File: config.mk
export PLATFORM = sky130hd
export DESIGN_NAME = tri_cos_collector
export DESIGN_NICKNAME = d
export VERILOG_FILES = /design/src/rtl/tri_cos_collector.sv
export SDC_FILE = /design/constraint.sdc
export NUM_CORES = 1
export LEC_CHECK = 0
export CELL_PAD_IN_SITES_DETAIL_PLACEMENT = 0
export CELL_PAD_IN_SITES_GLOBAL_PLACEMENT = 1
export CORE_MARGIN = 3
export CORE_UTILIZATION = 45
export CTS_BUF_LIST = sky130_fd_sc_hd__clkbuf_16
export DETAILED_ROUTE_END_ITERATION = 6
export DONT_BUFFER_PORTS = 1
export PLACE_DENSITY_LB_ADDON = 0.1
export SLEW_MARGIN = 20
export SYNTH_ARGS = -nofsm -noshare
export SYNTH_HDL_FRONTEND = slang
export SYNTH_SLANG_ARGS = --single-unit
File: constraint.sdc
create_clock -name clk -period 10.1 [get_ports clk]
set_input_delay 0.505 -clock clk [delete_from_list [all_inputs] [get_ports clk]]
set_output_delay 0.505 -clock clk [all_outputs]
set_load 0.005 [all_outputs]
File: src/rtl/tri_cos_collector.sv
// tri_cos_collector
//   Captures the 3-beat result burst of the triangle cosine engine. It finds the
//   largest angle, which is the one with the smallest cosine. It cross-checks the
//   engine's triangle type against that cosine. It then queues one record per
//   triangle in a small FIFO that feeds a valid/ready sink.
//   Optional feature: define TRI_COLLECT_STATS_EN to add the per-type counters
//   stat_acute / stat_right / stat_obtuse.
module tri_cos_collector #(
  parameter int COS_W      = 16,
  parameter int TOL        = 40,
  parameter int FIFO_DEPTH = 2
) (
  input  logic             clk,
  input  logic             rst,
  input  logic             in_valid,
  input  logic [COS_W-1:0] in_cos,
  input  logic [1:0]       in_tri,
  output logic             out_valid,
  input  logic             out_ready,
  output logic [1:0]       out_tri,
  output logic [1:0]       out_big_idx,
  output logic [COS_W-1:0] out_min_cos,
  output logic             out_mismatch,
  output logic             frag_err,
  output logic [7:0]       drop_cnt
`ifdef TRI_COLLECT_STATS_EN
  ,
  output logic [15:0]      stat_acute,
  output logic [15:0]      stat_right,
  output logic [15:0]      stat_obtuse
`endif
);

  localparam int AW = $clog2(FIFO_DEPTH);
  localparam logic signed [COS_W-1:0] TOL_POS = COS_W'(TOL);
  localparam logic signed [COS_W-1:0] TOL_NEG = -TOL_POS;

  typedef enum logic [1:0] {
    ST_IDLE = 2'd0,
    ST_B1   = 2'd1,
    ST_B2   = 2'd2
  } cap_state_e;

  typedef enum logic [1:0] {
    TYPE_ACUTE  = 2'b00,
    TYPE_RIGHT  = 2'b01,
    TYPE_OBTUSE = 2'b10
  } tri_type_e;

  typedef struct packed {
    logic [1:0]       eng_tri;
    logic [1:0]       big_idx;
    logic [COS_W-1:0] min_cos;
    logic             mismatch;
  } rec_t;

  cap_state_e              state;
  logic signed [COS_W-1:0] cos0, cos1, cos2;
  logic [1:0]              eng_tri;
  logic                    done;

  // Capture FSM: gathers the three beats and pulses done after the last one.
  // NOTE: sequential state uses non-blocking assignments so every register samples pre-edge values.
  always_ff @(posedge clk) begin
    if (rst) begin
      state    <= ST_IDLE;
      cos0     <= '0;
      cos1     <= '0;
      cos2     <= '0;
      eng_tri  <= 2'b00;
      done     <= 1'b0;
      frag_err <= 1'b0;
    end else begin
      done <= 1'b0;
      case (state)
        ST_IDLE: begin
          if (in_valid) begin
            cos0    <= $signed(in_cos);
            eng_tri <= in_tri;
            state   <= ST_B1;
          end
        end
        ST_B1: begin
          if (in_valid) begin
            cos1  <= $signed(in_cos);
            state <= ST_B2;
          end else begin
            frag_err <= 1'b1;
            state    <= ST_IDLE;
          end
        end
        ST_B2: begin
          if (in_valid) begin
            cos2  <= $signed(in_cos);
            done  <= 1'b1;
            state <= ST_IDLE;
          end else begin
            frag_err <= 1'b1;
            state    <= ST_IDLE;
          end
        end
        default: state <= ST_IDLE;
      endcase
    end
  end

  logic signed [COS_W-1:0] min_s;
  logic [1:0]              min_idx;
  tri_type_e               derived;
  rec_t                    new_rec;

  // Smallest cosine (ties keep the lowest index), the type it implies, and the record to write.
  // NOTE: every always_comb output gets a default first so no path can infer a latch.
  always_comb begin
    min_s   = cos0;
    min_idx = 2'd0;
    if (cos1 < min_s) begin
      min_s   = cos1;
      min_idx = 2'd1;
    end
    if (cos2 < min_s) begin
      min_s   = cos2;
      min_idx = 2'd2;
    end
    if (min_s < TOL_NEG)
      derived = TYPE_OBTUSE;
    else if (min_s <= TOL_POS)
      derived = TYPE_RIGHT;
    else
      derived = TYPE_ACUTE;
    new_rec.eng_tri  = eng_tri;
    new_rec.big_idx  = min_idx;
    new_rec.min_cos  = min_s;
    new_rec.mismatch = (derived != eng_tri);
  end

  rec_t        mem [FIFO_DEPTH];
  logic [AW:0] wr_ptr, rd_ptr;
  logic        empty, full, rd_en, wr_en, drop;
  rec_t        head;

  assign empty = (wr_ptr == rd_ptr);
  assign full  = (wr_ptr[AW] != rd_ptr[AW]) && (wr_ptr[AW-1:0] == rd_ptr[AW-1:0]);
  assign rd_en = out_valid & out_ready;
  // A full FIFO still accepts a write in the same cycle that its head is popped.
  assign wr_en = done & (~full | rd_en);
  assign drop  = done & full & ~rd_en;

  // Record FIFO: write/read pointers, storage and the saturating drop counter.
  // NOTE: the storage is tiny and drives the outputs directly, so it is reset to make them read 0.
  always_ff @(posedge clk) begin
    if (rst) begin
      wr_ptr   <= '0;
      rd_ptr   <= '0;
      drop_cnt <= 8'd0;
      for (int i = 0; i < FIFO_DEPTH; i++) mem[i] <= '0;
    end else begin
      if (wr_en) begin
        mem[wr_ptr[AW-1:0]] <= new_rec;
        wr_ptr              <= wr_ptr + 1'b1;
      end
      if (rd_en) rd_ptr <= rd_ptr + 1'b1;
      if (drop && drop_cnt != 8'hFF) drop_cnt <= drop_cnt + 8'd1;
    end
  end

  assign head         = mem[rd_ptr[AW-1:0]];
  assign out_valid    = ~empty;
  assign out_tri      = head.eng_tri;
  assign out_big_idx  = head.big_idx;
  assign out_min_cos  = head.min_cos;
  assign out_mismatch = head.mismatch;

`ifdef TRI_COLLECT_STATS_EN
  // Per-type counters of records actually written to the FIFO; they wrap.
  always_ff @(posedge clk) begin
    if (rst) begin
      stat_acute  <= 16'd0;
      stat_right  <= 16'd0;
      stat_obtuse <= 16'd0;
    end else if (wr_en) begin
      case (derived)
        TYPE_ACUTE:  stat_acute  <= stat_acute + 16'd1;
        TYPE_RIGHT:  stat_right  <= stat_right + 16'd1;
        TYPE_OBTUSE: stat_obtuse <= stat_obtuse + 16'd1;
        default:     ;
      endcase
    end
  end
`endif

endmodule

-- Word-level counts from Yosys, hierarchy flattened
Memories as Yosys holds them, arrays and structs flattened. A register that Yosys moved wholly into a read port is not among the register bits.
Cells that the tools add are included.
- register bits: 66
- latch bits: 0
- memory bits (writable): 42
- ROM bits: 0
- input bits: 22
- memories kept: 1
- memories (name ; words ; bits a word ; rd ports ; clocked after memory_dff ; write ports ; line ; text):
    mem ; 2 ; 21 ; 1 ; 1 ; 2 ; 137 ; rec_t mem [FIFO_DEPTH];
- add/subtract/negate cells: 3
- multiply operators: 0
- div/mod/pow operators: 0
- magnitude comparators: 4
- eq/ne operators: 8
- shift operators: 0
- multiplexer cells: 20
- bitwise operators: 10
- reductions and logical operators: 10
- operators by type and width (cell ; count):
    16-bit less-than comparator ; 2
    16-bit 2-to-1 mux ; 2
    21-bit 2-to-1 mux ; 1
    21-bit OR reduction ; 1
    16-bit by 7-bit less-or-equal comparator with 1-bit output, second input constant ; 1
    16-bit by 7-bit less-than comparator with 1-bit output, second input constant ; 1
    1-bit 2-to-1 mux ; 12
    8-bit by 1-bit adder with 8-bit output, second input constant ; 1
    2-bit 2-to-1 mux ; 4
    8-bit != test, second input constant ; 1
    2-bit AND reduction ; 4
    1-bit inverter ; 5
    2-bit by 1-bit adder with 2-bit output, second input constant ; 2
    1-bit bitwise AND ; 4
    2-bit case mux with 2 select lines ; 1
    2-bit OR reduction ; 2
    2-bit by 1-bit equality test with 1-bit output, second input constant ; 1
    2-bit equality test ; 1
    2-bit equality test, second input constant ; 1
    1-bit logical AND ; 2
    2-bit zero test ; 1
    2-bit != test ; 1
    2-bit != test, second input constant ; 1
    1-bit equality test ; 1
    other kinds (2) ; 2

-- Longest topological paths before layout
Gate-level depths: netlist (run 1).
- word-level depth: 10
- mapped depth: 22
- mapped depth without buffers: 18

-- Worst setup path after synthesis (run 1)
Ideal clock, no wire load.
- path type: reg2reg
- start point: reg cos0[10]
- end point: mem mem[1][10] (netlist bit) (data pin)
- arrival: 4.316 ns
- data required time: 9.835 ns
- path slack: 5.519 ns
- cell stages (with the launch flop): 23
- period minus slack after synthesis: 4.581 ns
- cells stage by stage: dfxtp_1 inv_1 ha_1 and4_1 and2_1 a31oi_4 and3_1 mux2_4 buf_6 buf_2 mux2i_1 ha_1 a21o_1 a21oi_1 o221ai_1 o21bai_1 a22oi_1 a21o_1 clkbuf_1 clkbuf_1 nor2_1 a21oi_1 nor2_1
- RTL lines (item ; line ; text):
    start, declared ; 58 ; logic signed [COS_W-1:0] cos0, cos1, cos2;
    start signal, assigned ; 78 ; cos0 <= $signed(in_cos);
    end, declared ; 137 ;

==> results of run 1 <==
-- report_power, final --
part | switching [mW] | leakage [nW] | total [mW] | internal [mW]
sequential | 0.0143 | 0.977 | 0.485 | 0.471
combinational | 0.108 | 1.05 | 0.175 | 0.0671
clock | 0.159 | 0.141 | 0.350 | 0.191
-- per-stage QoR --
step | cells | setup slack, ps | power (mW) | instance area, um2 | utilization (%)
4_1_cts | 780 | 5100 | 1.02 | 6010 | 49.6
2_1_floorplan | 623 | 5520 | 0.640 | 5600 | -
6_report | 780 | 5070 | 1.01 | 6010 | 49.6
5_1_grt | 780 | 4720 | 1.06 | 6010 | 49.6
3_3_place_gp | 764 | 5340 | 0.667 | 5710 | 47.2
3_5_place_dp | 764 | 5130 | 0.671 | 5710 | 47.2
-- how the worst max path moves through the flow --
| stage | endpoint | start | cells past startpoint |
|---|---|---|---|
| 6_report | mem[1][0]$_SDFFCE_PN0P_ | cos0[15]$_SDFFE_PP0P_ | 19 |
| 5_1_grt | mem[1][0]$_SDFFCE_PN0P_ | cos0[15]$_SDFFE_PP0P_ | 19 |
| 4_1_cts | mem[1][0]$_SDFFCE_PN0P_ | cos0[15]$_SDFFE_PP0P_ | 19 |
| 3_5_place_dp | mem[1][0]$_SDFFCE_PN0P_ | cos0[15]$_SDFFE_PP0P_ | 19 |
| 3_3_place_gp | mem[1][0]$_SDFFCE_PN0P_ | cos0[15]$_SDFFE_PP0P_ | 19 |
| 2_1_floorplan | mem[1][10]$_SDFFCE_PN0P_ | cos0[10]$_SDFFE_PP0P_ | 22 |
-- flip-flops by register name, summed over array words and instances (netlist names), named ones only --
name and flops:
eng_tri 2, state 2, wr_ptr 2, drop_cnt 8, cos0 16, frag_err 1, rd_ptr 2, cos1 16
cos2 16, done 1, mem 42
-- kinds of logic (layout without fill, tap and decap cells) --
family                   after synthesis  in the layout  share of synthesized area (%)
multiplexers                          43             43                           8.46
AO/OA/AOI/OAI                        118            118                           12.6
buffers and inverters                 57             46                           3.97
adder cells (fa/ha/maj)               34             34                           7.59
AND/OR/NAND/NOR                      252            252                           19.4
flip-flops                           109            109                           46.4
XOR/XNOR                              10             10                           1.56
-- routing by layer --
| layer | share of wire, % | GRT usage, % | up-vias | wire, um |
|---|---|---|---|---|
| li1 | - | - | 2135 | - |
| met1 | 49 | 26.8 | 2001 | 6410 |
| met2 | 46 | 30.6 | 79 | 6060 |
| met3 | 3.5 | 3.36 | 18 | 458 |
| met4 | 2.0 | 7.03 | 0 | 261 |
| met5 | 0 | 0 | - | 0 |
-- worst reg2reg max path, cell delays in order (launching register included) --
cell and delay, ps:
dfxtp_1 340, inv_1 50, ha_1 430, and4_1 280, and2_1 180, a31oi_4 300
and3_1 260, mux2_4 360, mux2i_1 280, ha_1 270, a21o_1 180, a21o_1 160
a21oi_1 130, o2111ai_1 150, a211oi_1 290, a21o_1 160, buf_4 330, mux4_2 360
a32oi_1 190, and3_1 180
-- area by class of cell --
type,instances,area [um2],share of cell area [%]
Clock buffer,9,225,3.75
Clock inverter,7,66.3,1.10
Timing Repair Buffer,3,22.5,0.375
Tap cell,168,210,3.50
Sequential cell,109,2600,43.3
Inverter,27,101,1.69
Multi-Input combinational cell,457,2780,46.2
-- cells in the final DEF (no fill, tap or decap), drive strengths merged, types with 2 or more instances in the layout --
| master | synthesis | final |
|---|---|---|
| inv | 27 | 29 |
| clkinv | 0 | 2 |
| and3 | 4 | 4 |
| ha | 34 | 34 |
| nand2b | 3 | 3 |
| dfxtp | 67 | 67 |
| nor2b | 6 | 6 |
| clkbuf | 27 | 9 |
| nor2 | 73 | 73 |
| o21ai | 7 | 7 |
| or3 | 2 | 2 |
| clkinvlp | 0 | 2 |
| a41oi | 2 | 2 |
| a31oi | 4 | 4 |
| edfxtp | 42 | 42 |
| and2 | 3 | 3 |
| mux2i | 20 | 20 |
| o31a | 2 | 2 |
| and4 | 2 | 2 |
| nor3 | 9 | 9 |
| nand3 | 10 | 10 |
| nor4 | 6 | 6 |
| nand2 | 119 | 119 |
| buf | 3 | 3 |
| nand4 | 13 | 13 |
| a21oi | 78 | 78 |
| xnor2 | 5 | 5 |
| a211oi | 4 | 4 |
| xor2 | 5 | 5 |
| a21o | 8 | 8 |
| mux2 | 22 | 22 |
==> metrics.txt, run 1 <==
CTS Buf Count=9; min Tclk post-route=5030 ps; Pwr Density=roughly 170 mW/mm2; Setup Crit Path Kind=reg -> reg; # DRC=0; Sink Count=109; area growth from synthesis to layout=7.19%; post-synthesis cell type count=roughly 50; largest net degree at the start of global routing=71; CP Max Fanout=38; DRT iter0 DRCs=330; CP Capture Type=register; row count=40; CP bufs+invs=2; # diodes=0; number of routed nets with antenna violations=0; Mean Syn Cell Area=8.99 um2; FF-to-FF Start=cos0[15]$_SDFFE_PP0P_; R2R depth=19; final setup TNS=0 ps; drt pass-1 iters=5; RSZ-0062 raised after global routing=no; Final Hold Violating Endpoints=0; Final period util=49.8%; Port-buffer cells=0; Starting Density=46.3%; CP peak stage delay=approximately 430 ps; Post-Syn Area=0.00560 mm2; count of flip-flops with a built-in enable after synthesis=42; Detailed Place HPWL=9660 um; height of the die=118 um; gr ovfl total=0; Seq/Total Area, Yosys=46.4%; sink of the worst hold path=drop_cnt[6]$_SDFFE_PP0P_; Mapped Cells=623; Clock Skew=5.65 ps; worst vdd ir=0.0844 mV; Lkg Pwr=between 2 and 2.5 nW; setup bufs post-CTS=0; worst hold stages=1; Main synth FF type=dfxtp_1; CTS tree=built; fill cell count=1195; H-tree Lvls=3; vias=approximately 4200; CP top delay family=compound AO/OA/AOI/OAI gates; Reg-to-Reg End=mem[1][0]$_SDFFCE_PN0P_; achievable frequency=199 MHz; Tot GR Track Use=19.4%; cell at the slowest stage of the critical path=ha_1; most common cell in the netlist=nand2_1; synth warn=0; CP startpoint kind=register; Slew headroom=33.1%; hold_buf cts=0; worst reg2reg setup slack=5070 ps; die area=0.0138 mm2; CP dominant cell by count=a21o_1; Vias/cell=5.43; nets=663; Yosys reg bits=about 110; die width=118 um; Routed WL=between 10000 and 15000 um; Worst Path Required=slightly above 10000 ps; gp weighted congestion=0.858; actual slew at the worst max-slew pin=1000 ps; WL/cell=approximately 17 um; Slew Viols, Final=0; first-pass GRT wire length=21700 um; cells along the critical path=inv_1 > ha_1 > and4_1 > and2_1 > a31oi_4 > and3_1 > mux2_4 > mux2i_1 > ha_1 > a21o_1 > a21o_1 > a21oi_1 > o2111ai_1 > a211oi_1 > a21o_1 > buf_4 > mux4_2 > a32oi_1 > and3_1; initial antenna violation count=0; ranking of synthesized cells by area=dfxtp_1 24%, edfxtp_1 23%, nand2_1 8.0%; clk root buf=clkbuf_16; share of layout cells above drive strength 1=about 6.9%; Ports=53; Clock Path Buffers=2; Synth area leader=dfxtp_1; Min-Delay Path Class=in -> reg; Post-synth ARST share=0%; total core area=~0.012 mm2; number of global-route vias before repair=4146; Post-synth top cells=119 x nand2_1, 78 x a21oi_1, 73 x nor2_1; Hold Worst Slack=~230 ps; Worst-path clk slew=70 ps; Post-Syn Nets=679; min-delay src=rst; status=completed; max_cap viols=0; final setup fails=0; crit path DAT=5240 ps; top-area cell type share of the netlist area=23.9%; Resized cells post-CTS=0; latest clock arrival within the worst-skew pair=350 ps
(Power assumes the default switching activity.)
==> inputs of run 2 (changes only) <==
==> constraint.sdc (replaced) <==
create_clock -name clk -period 5 [get_ports clk]
set_input_delay 0.25 -clock clk [delete_from_list [all_inputs] [get_ports clk]]
set_output_delay 0.25 -clock clk [all_outputs]
set_load 0.005 [all_outputs]
==> run 2 against run 1 <==
Cell count grew 2.2%. Utilization grew 1.4 points. Sequential power grew 100%. Die area is the same. Maximum frequency grew 7.8%. Register-to-register slack lost 4700 ps. Critical path depth grew 1. Sequential share of layout area shrank 1.2 points. Non-clock buffer count grew 16. Largest power group unchanged. Highest routed layer unchanged.
==> metrics.txt, run 2 (synthesis gave the netlist of run 1 again) <==
status=completed; die width=118 um; Slew Viols, Final=0; clk root buf=clkbuf_16; latest clock arrival within the worst-skew pair=~350 ps; utilization after layout=between 50% and 60%; Starting Density=46.3%; largest net degree at the start of global routing=67; achievable frequency=214 MHz; max_cap viols=0; Port-buffer cells=0; total core area=0.0121 mm2; most frequent cells in the layout=119 x nand2_1, 77 x a21oi_1, 73 x nor2_1; fill cell count=about 1200; Setup Crit Path Kind=reg -> reg; RSZ-0062 raised after global routing=no; Final period util=93.3%; number of global-route vias before repair=~4200; gr ovfl total=0; commonest non-fill, non-tap cell in the layout=nand2_1; # diodes=0; row count=40; min Tclk post-route=~4700 ps; actual slew at the worst max-slew pin=1000 ps; max reg flops=42; Ports=53; Hold Worst Slack=24.2 ps; R2R depth=20; Largest Register=mem; Slew headroom=33.3%; CTS Buf Count=9; finished layout cell area=0.00618 mm2; Sink Count=109; initial antenna violation count=0; worst vdd ir=roughly 0.14 mV; Min-Delay Path Class=in -> reg; Vias/cell=~5.4; Worst-path clk slew=70 ps; number of routed nets with antenna violations=0; share of layout cells above drive strength 1=10.0%; first-pass GRT wire length=21400 um; CP startpoint kind=register; drt pass-1 iters=5; WL/cell=16.7 um; Lkg Pwr=2.27 nW; Final Hold Violating Endpoints=0; Routed WL=13300 um; # DRC=0; Tot GR Track Use=a little under a fifth; die area=0.0138 mm2; worst hold stages=2; final setup TNS=0 ps; final setup fails=0; Finished Layout Cells=797; sequential standard cell area=0.00260 mm2; Clock Path Buffers=2; H-tree Lvls=3; height of the die=118 um; CP Capture Type=register; Pwr Density=343 mW/mm2; gp weighted congestion=roughly 0.85; Clock Skew=7.71 ps; area of the multi-input gates=between 0.002 and 0.003 mm2; area growth from synthesis to layout=10.3%; vias=4343; Area after DPL=0.00580 mm2; DRT iter0 DRCs=265; CP Max Fanout=22; nets=680; CTS tree=built; Post-Place Cells=slightly below 800; Detailed Place HPWL=9580 um; crit path DAT=4740 ps; Worst Path Required=5080 ps
-- run 2: cell types whose count changed in the layout (fill, tap and decap cells not counted), sizes merged --
cell / before / now
clkinvlp: 2 / 1
clkinv: 2 / 4
mux2: 22 / 23
inv: 29 / 28
buf: 3 / 19
-- run 2: worst paths after layout --
path                                               from                      end  slack, ps
worst max register to register    cos0[10]$_SDFFE_PP0P_  mem[1][7]$_SDFFCE_PN0P_        330
worst max-delay path              cos0[10]$_SDFFE_PP0P_  mem[1][7]$_SDFFCE_PN0P_        330
worst min-delay path                          in_cos[5]     cos0[5]$_SDFFE_PP0P_         20
worst min register to register  eng_tri[0]$_SDFFE_PP0P_  eng_tri[0]$_SDFFE_PP0P_        470
-- run 2: worst max-delay path, cell delays in order (launching register included) --
cell and delay, ps:
dfxtp_1 410, inv_1 70, ha_1 310, and4_1 210, and2_1 210, a21oi_1 340, nand3_2 170, mux2_4 360
mux2i_1 210, ha_1 280, a21o_1 190, a21o_1 170, a21oi_1 130, o2111ai_1 160, a211oi_1 270, a21o_2 250
buf_4 170, buf_12 140, nor2_1 40, a21oi_1 220, nor2_1 80
-- run 2: per-stage QoR --
| stage | power, mW | setup slack, ps |
|---|---|---|
| after floorplan | 1.29 | 419 |
| after global placement | 1.38 | 237 |
| after detailed placement | 1.39 | 142 |
| after CTS | 2.10 | 130 |
| after global routing | 2.22 | 28.5 |
| final | 2.12 | 333 |
-- run 2: report_power, final --
group / total (mW) / switching, mW / internal, mW
Clock: 0.706 / 0.321 / 0.386
Sequential: 0.976 / 0.0253 / 0.951
Combinational: 0.436 / 0.245 / 0.191
Total: 2.12 / 0.591 / 1.53
-- run 2: area by class of cell --
class,count,share of cell area [%]
multi-input cells,458,45.3
flip-flops and latches,109,42.1
clock buffers,9,3.65
well taps,168,3.40
repair buffers,19,2.84
inverters,27,1.64
clock inverters,7,1.05
-- run 2: timing repair --
| item | in CTS | in global routing |
|---|---|---|
| endpoints found under the hold margin | 66 | 0 |
| hold buffers | 1 | 0 |
| setup buffers | 0 | 5 |
| resized for setup | 0 | 4 |
| endpoints found under the setup margin | 0 | 30 |
-- run 2: per-layer routing --
layer	wire length [um]	up-vias	global-route usage (%)
met5	0	-	0
met2	6120	96	30.7
met4	195	0	6.15
met3	629	13	4.18
met1	6370	2057	25.9
li1	-	2177	-
==> inputs of run 3 (changes only) <==
--- a/config.mk
+++ b/config.mk
@@ -8,12 +8,12 @@
 export CELL_PAD_IN_SITES_DETAIL_PLACEMENT = 0
 export CELL_PAD_IN_SITES_GLOBAL_PLACEMENT = 1
 export CORE_MARGIN = 3
-export CORE_UTILIZATION = 45
+export CORE_UTILIZATION = 47
 export CTS_BUF_LIST = sky130_fd_sc_hd__clkbuf_16
 export DETAILED_ROUTE_END_ITERATION = 6
 export DONT_BUFFER_PORTS = 1
 export PLACE_DENSITY_LB_ADDON = 0.1
-export SLEW_MARGIN = 20
+export SLEW_MARGIN = 25
 export SYNTH_ARGS = -nofsm -noshare
 export SYNTH_HDL_FRONTEND = slang
 export SYNTH_SLANG_ARGS = --single-unit
==> constraint.sdc (replaced) <==
create_clock -name clk -period 5.8 [get_ports clk]
set_input_delay 0.29 -clock clk [delete_from_list [all_inputs] [get_ports clk]]
set_output_delay 0.29 -clock clk [all_outputs]
set_load 0.005 [all_outputs]
==> run 3 against run 2 <==
Count of clock-buffer cells in the layout stayed put. Setup slack better by 390 ps. Combinational power fell by 28%. Routed wire length down 1.2%. Worst hold slack better by 41 ps. Register-to-register slack better by 390 ps. Non-clock buffer count down 15. Clock power fell by 23%. Highest routed layer unchanged.
==> metrics.txt, run 3 (synthesis gave the netlist of run 1 again) <==
status=completed; CP startpoint kind=register; Min-Delay Path Class=in -> reg; # DRC=0; Worst Path Required=5870 ps; Tot GR Track Use=20.5%; pre-CTS setup slack=780 ps; area of the multi-input gates=0.00278 mm2; worst reg2reg setup slack=730 ps; Final period util=87.5%; initial antenna violation count=0; Slew headroom=a little under two fifths; worst vdd ir=about 0.13 mV; max_cap viols=0; Detailed Place HPWL=around 9400 um; Ports=53; Hold Worst Slack=65.4 ps; area growth from synthesis to layout=6.41%; height of the die=between 100 and 150 um; Routed WL=13100 um; Final Hold Violating Endpoints=0; CTS Buf Count=9; share of layout cells above drive strength 1=6.53%; nets=664; Vias/cell=between 5 and 6; met2 WL=5900 um; number of global-route vias before repair=4050; # diodes=0; setup ws final=726 ps; CP Max Fanout=31; Critical Path End=mem[1][1]$_SDFFCE_PN0P_; vias=about 4200; Clock Path Buffers=2; met1 WL=6430 um; WL/cell=17.4 um; Pwr Density=between 200 and 300 mW/mm2; Lkg Pwr=2.17 nW; die width=between 100 and 150 um; Sink Count=between 100 and 150; latest clock arrival within the worst-skew pair=350 ps; H-tree Lvls=3; fill cell count=1100; final setup fails=0; RSZ-0062 raised after global routing=no; most frequent cells in the layout=119 x nand2_1, 78 x a21oi_1, 73 x nor2_1; total core area=0.0115 mm2; Starting Density=about half; first-pass GRT wire length=21200 um; crit path DAT=5150 ps; Max Used Layer=met4; CTS tree=built; Clock Skew=3.97 ps; number of routed nets with antenna violations=0; FF-to-FF Start=cos0[15]$_SDFFE_PP0P_; CP startpoint=cos0[15]$_SDFFE_PP0P_; Resized cells post-CTS=0; gr ovfl total=0; max reg flops=42; gp weighted congestion=0.858; Setup Crit Path Kind=reg -> reg; Slew Viols, Final=0; sequential standard cell area=0.00260 mm2; CP Capture Type=register; largest net degree at the start of global routing=50; WL met3=roughly 540 um; actual slew at the worst max-slew pin=slightly above 900 ps; final setup TNS=0 ps; achievable frequency=around 200 MHz; row count=39; Largest Register=mem; R2R depth=18; min Tclk post-route=5070 ps; die area=0.0133 mm2; Worst-path clk slew=70 ps; commonest non-fill, non-tap cell in the layout=nand2_1; Reg-to-Reg End=mem[1][1]$_SDFFCE_PN0P_; drt pass-1 iters=5; DRT iter0 DRCs=between 200 and 250; clk root buf=clkbuf_16; Port-buffer cells=0
run 3: repair_timing:
action / in CTS / in global routing
buffers inserted: 0 / 0
endpoints found under the hold margin: 49 / 0
hold buffers: 2 / 0
run 3: metal layers:
metal / GRT usage, % / up-vias
met1: 28.0 / 1994
li1: - / 2150
met2: 31.7 / 69
met5: 0 / -
met3: 4.42 / 19
met4: 7.98 / 0
run 3: how the worst min path moves through the flow:
stage                    start                        to  slack (ps)  cells after the start
floorplan            in_tri[0]   eng_tri[0]$_SDFFE_PP0P_         430                      2
detailed placement         rst  drop_cnt[5]$_SDFFE_PP0P_         370                      1
finish               in_cos[7]      cos0[7]$_SDFFE_PP0P_          70                      2
global placement           rst  drop_cnt[5]$_SDFFE_PP0P_         360                      1
CTS                 in_cos[10]     cos1[10]$_SDFFE_PP0P_          50                      2
global route        in_cos[10]     cos1[10]$_SDFFE_PP0P_          50                      2
run 3: report_power, final:
group	switching, mW	internal [mW]	total, mW
Clock	0.262	0.282	0.545
Sequential	0.0259	0.820	0.846
Combinational	0.195	0.119	0.314
run 3: worst max-delay path, cell delays in order (launching register included):
cell       delay [ps]
dfxtp_1           350
inv_1              50
ha_1              420
and4_1            270
and2_1            190
a31oi_4           290
and3_1            270
mux2_4            360
mux2i_1           280
ha_1              280
a21o_1            180
a21o_1            160
a21oi_1           130
o2111ai_1         160
a211oi_1          260
a21o_1            320
buf_4             350
mux2i_1           380
nor2_1            100
run 3: final cells by class:
class | instances | area share (%)
clock buffers | 9 | 3.78
repair buffers | 4 | 0.756
inverters | 27 | 1.70
clock inverters | 7 | 0.483
multi-input cells | 457 | 46.6
flip-flops and latches | 109 | 43.7
well taps | 143 | 3.00
run 3: through the flow:
stage	std cells	total power [mW]	cell area, um2	util (%)
2_1_floorplan	623	1.11	5600	-
3_3_place_gp	738	1.16	5680	49.3
3_5_place_dp	738	1.17	5680	49.3
4_1_cts	756	1.72	5960	51.7
5_1_grt	756	1.79	5960	51.8
6_report	756	1.70	5960	51.8
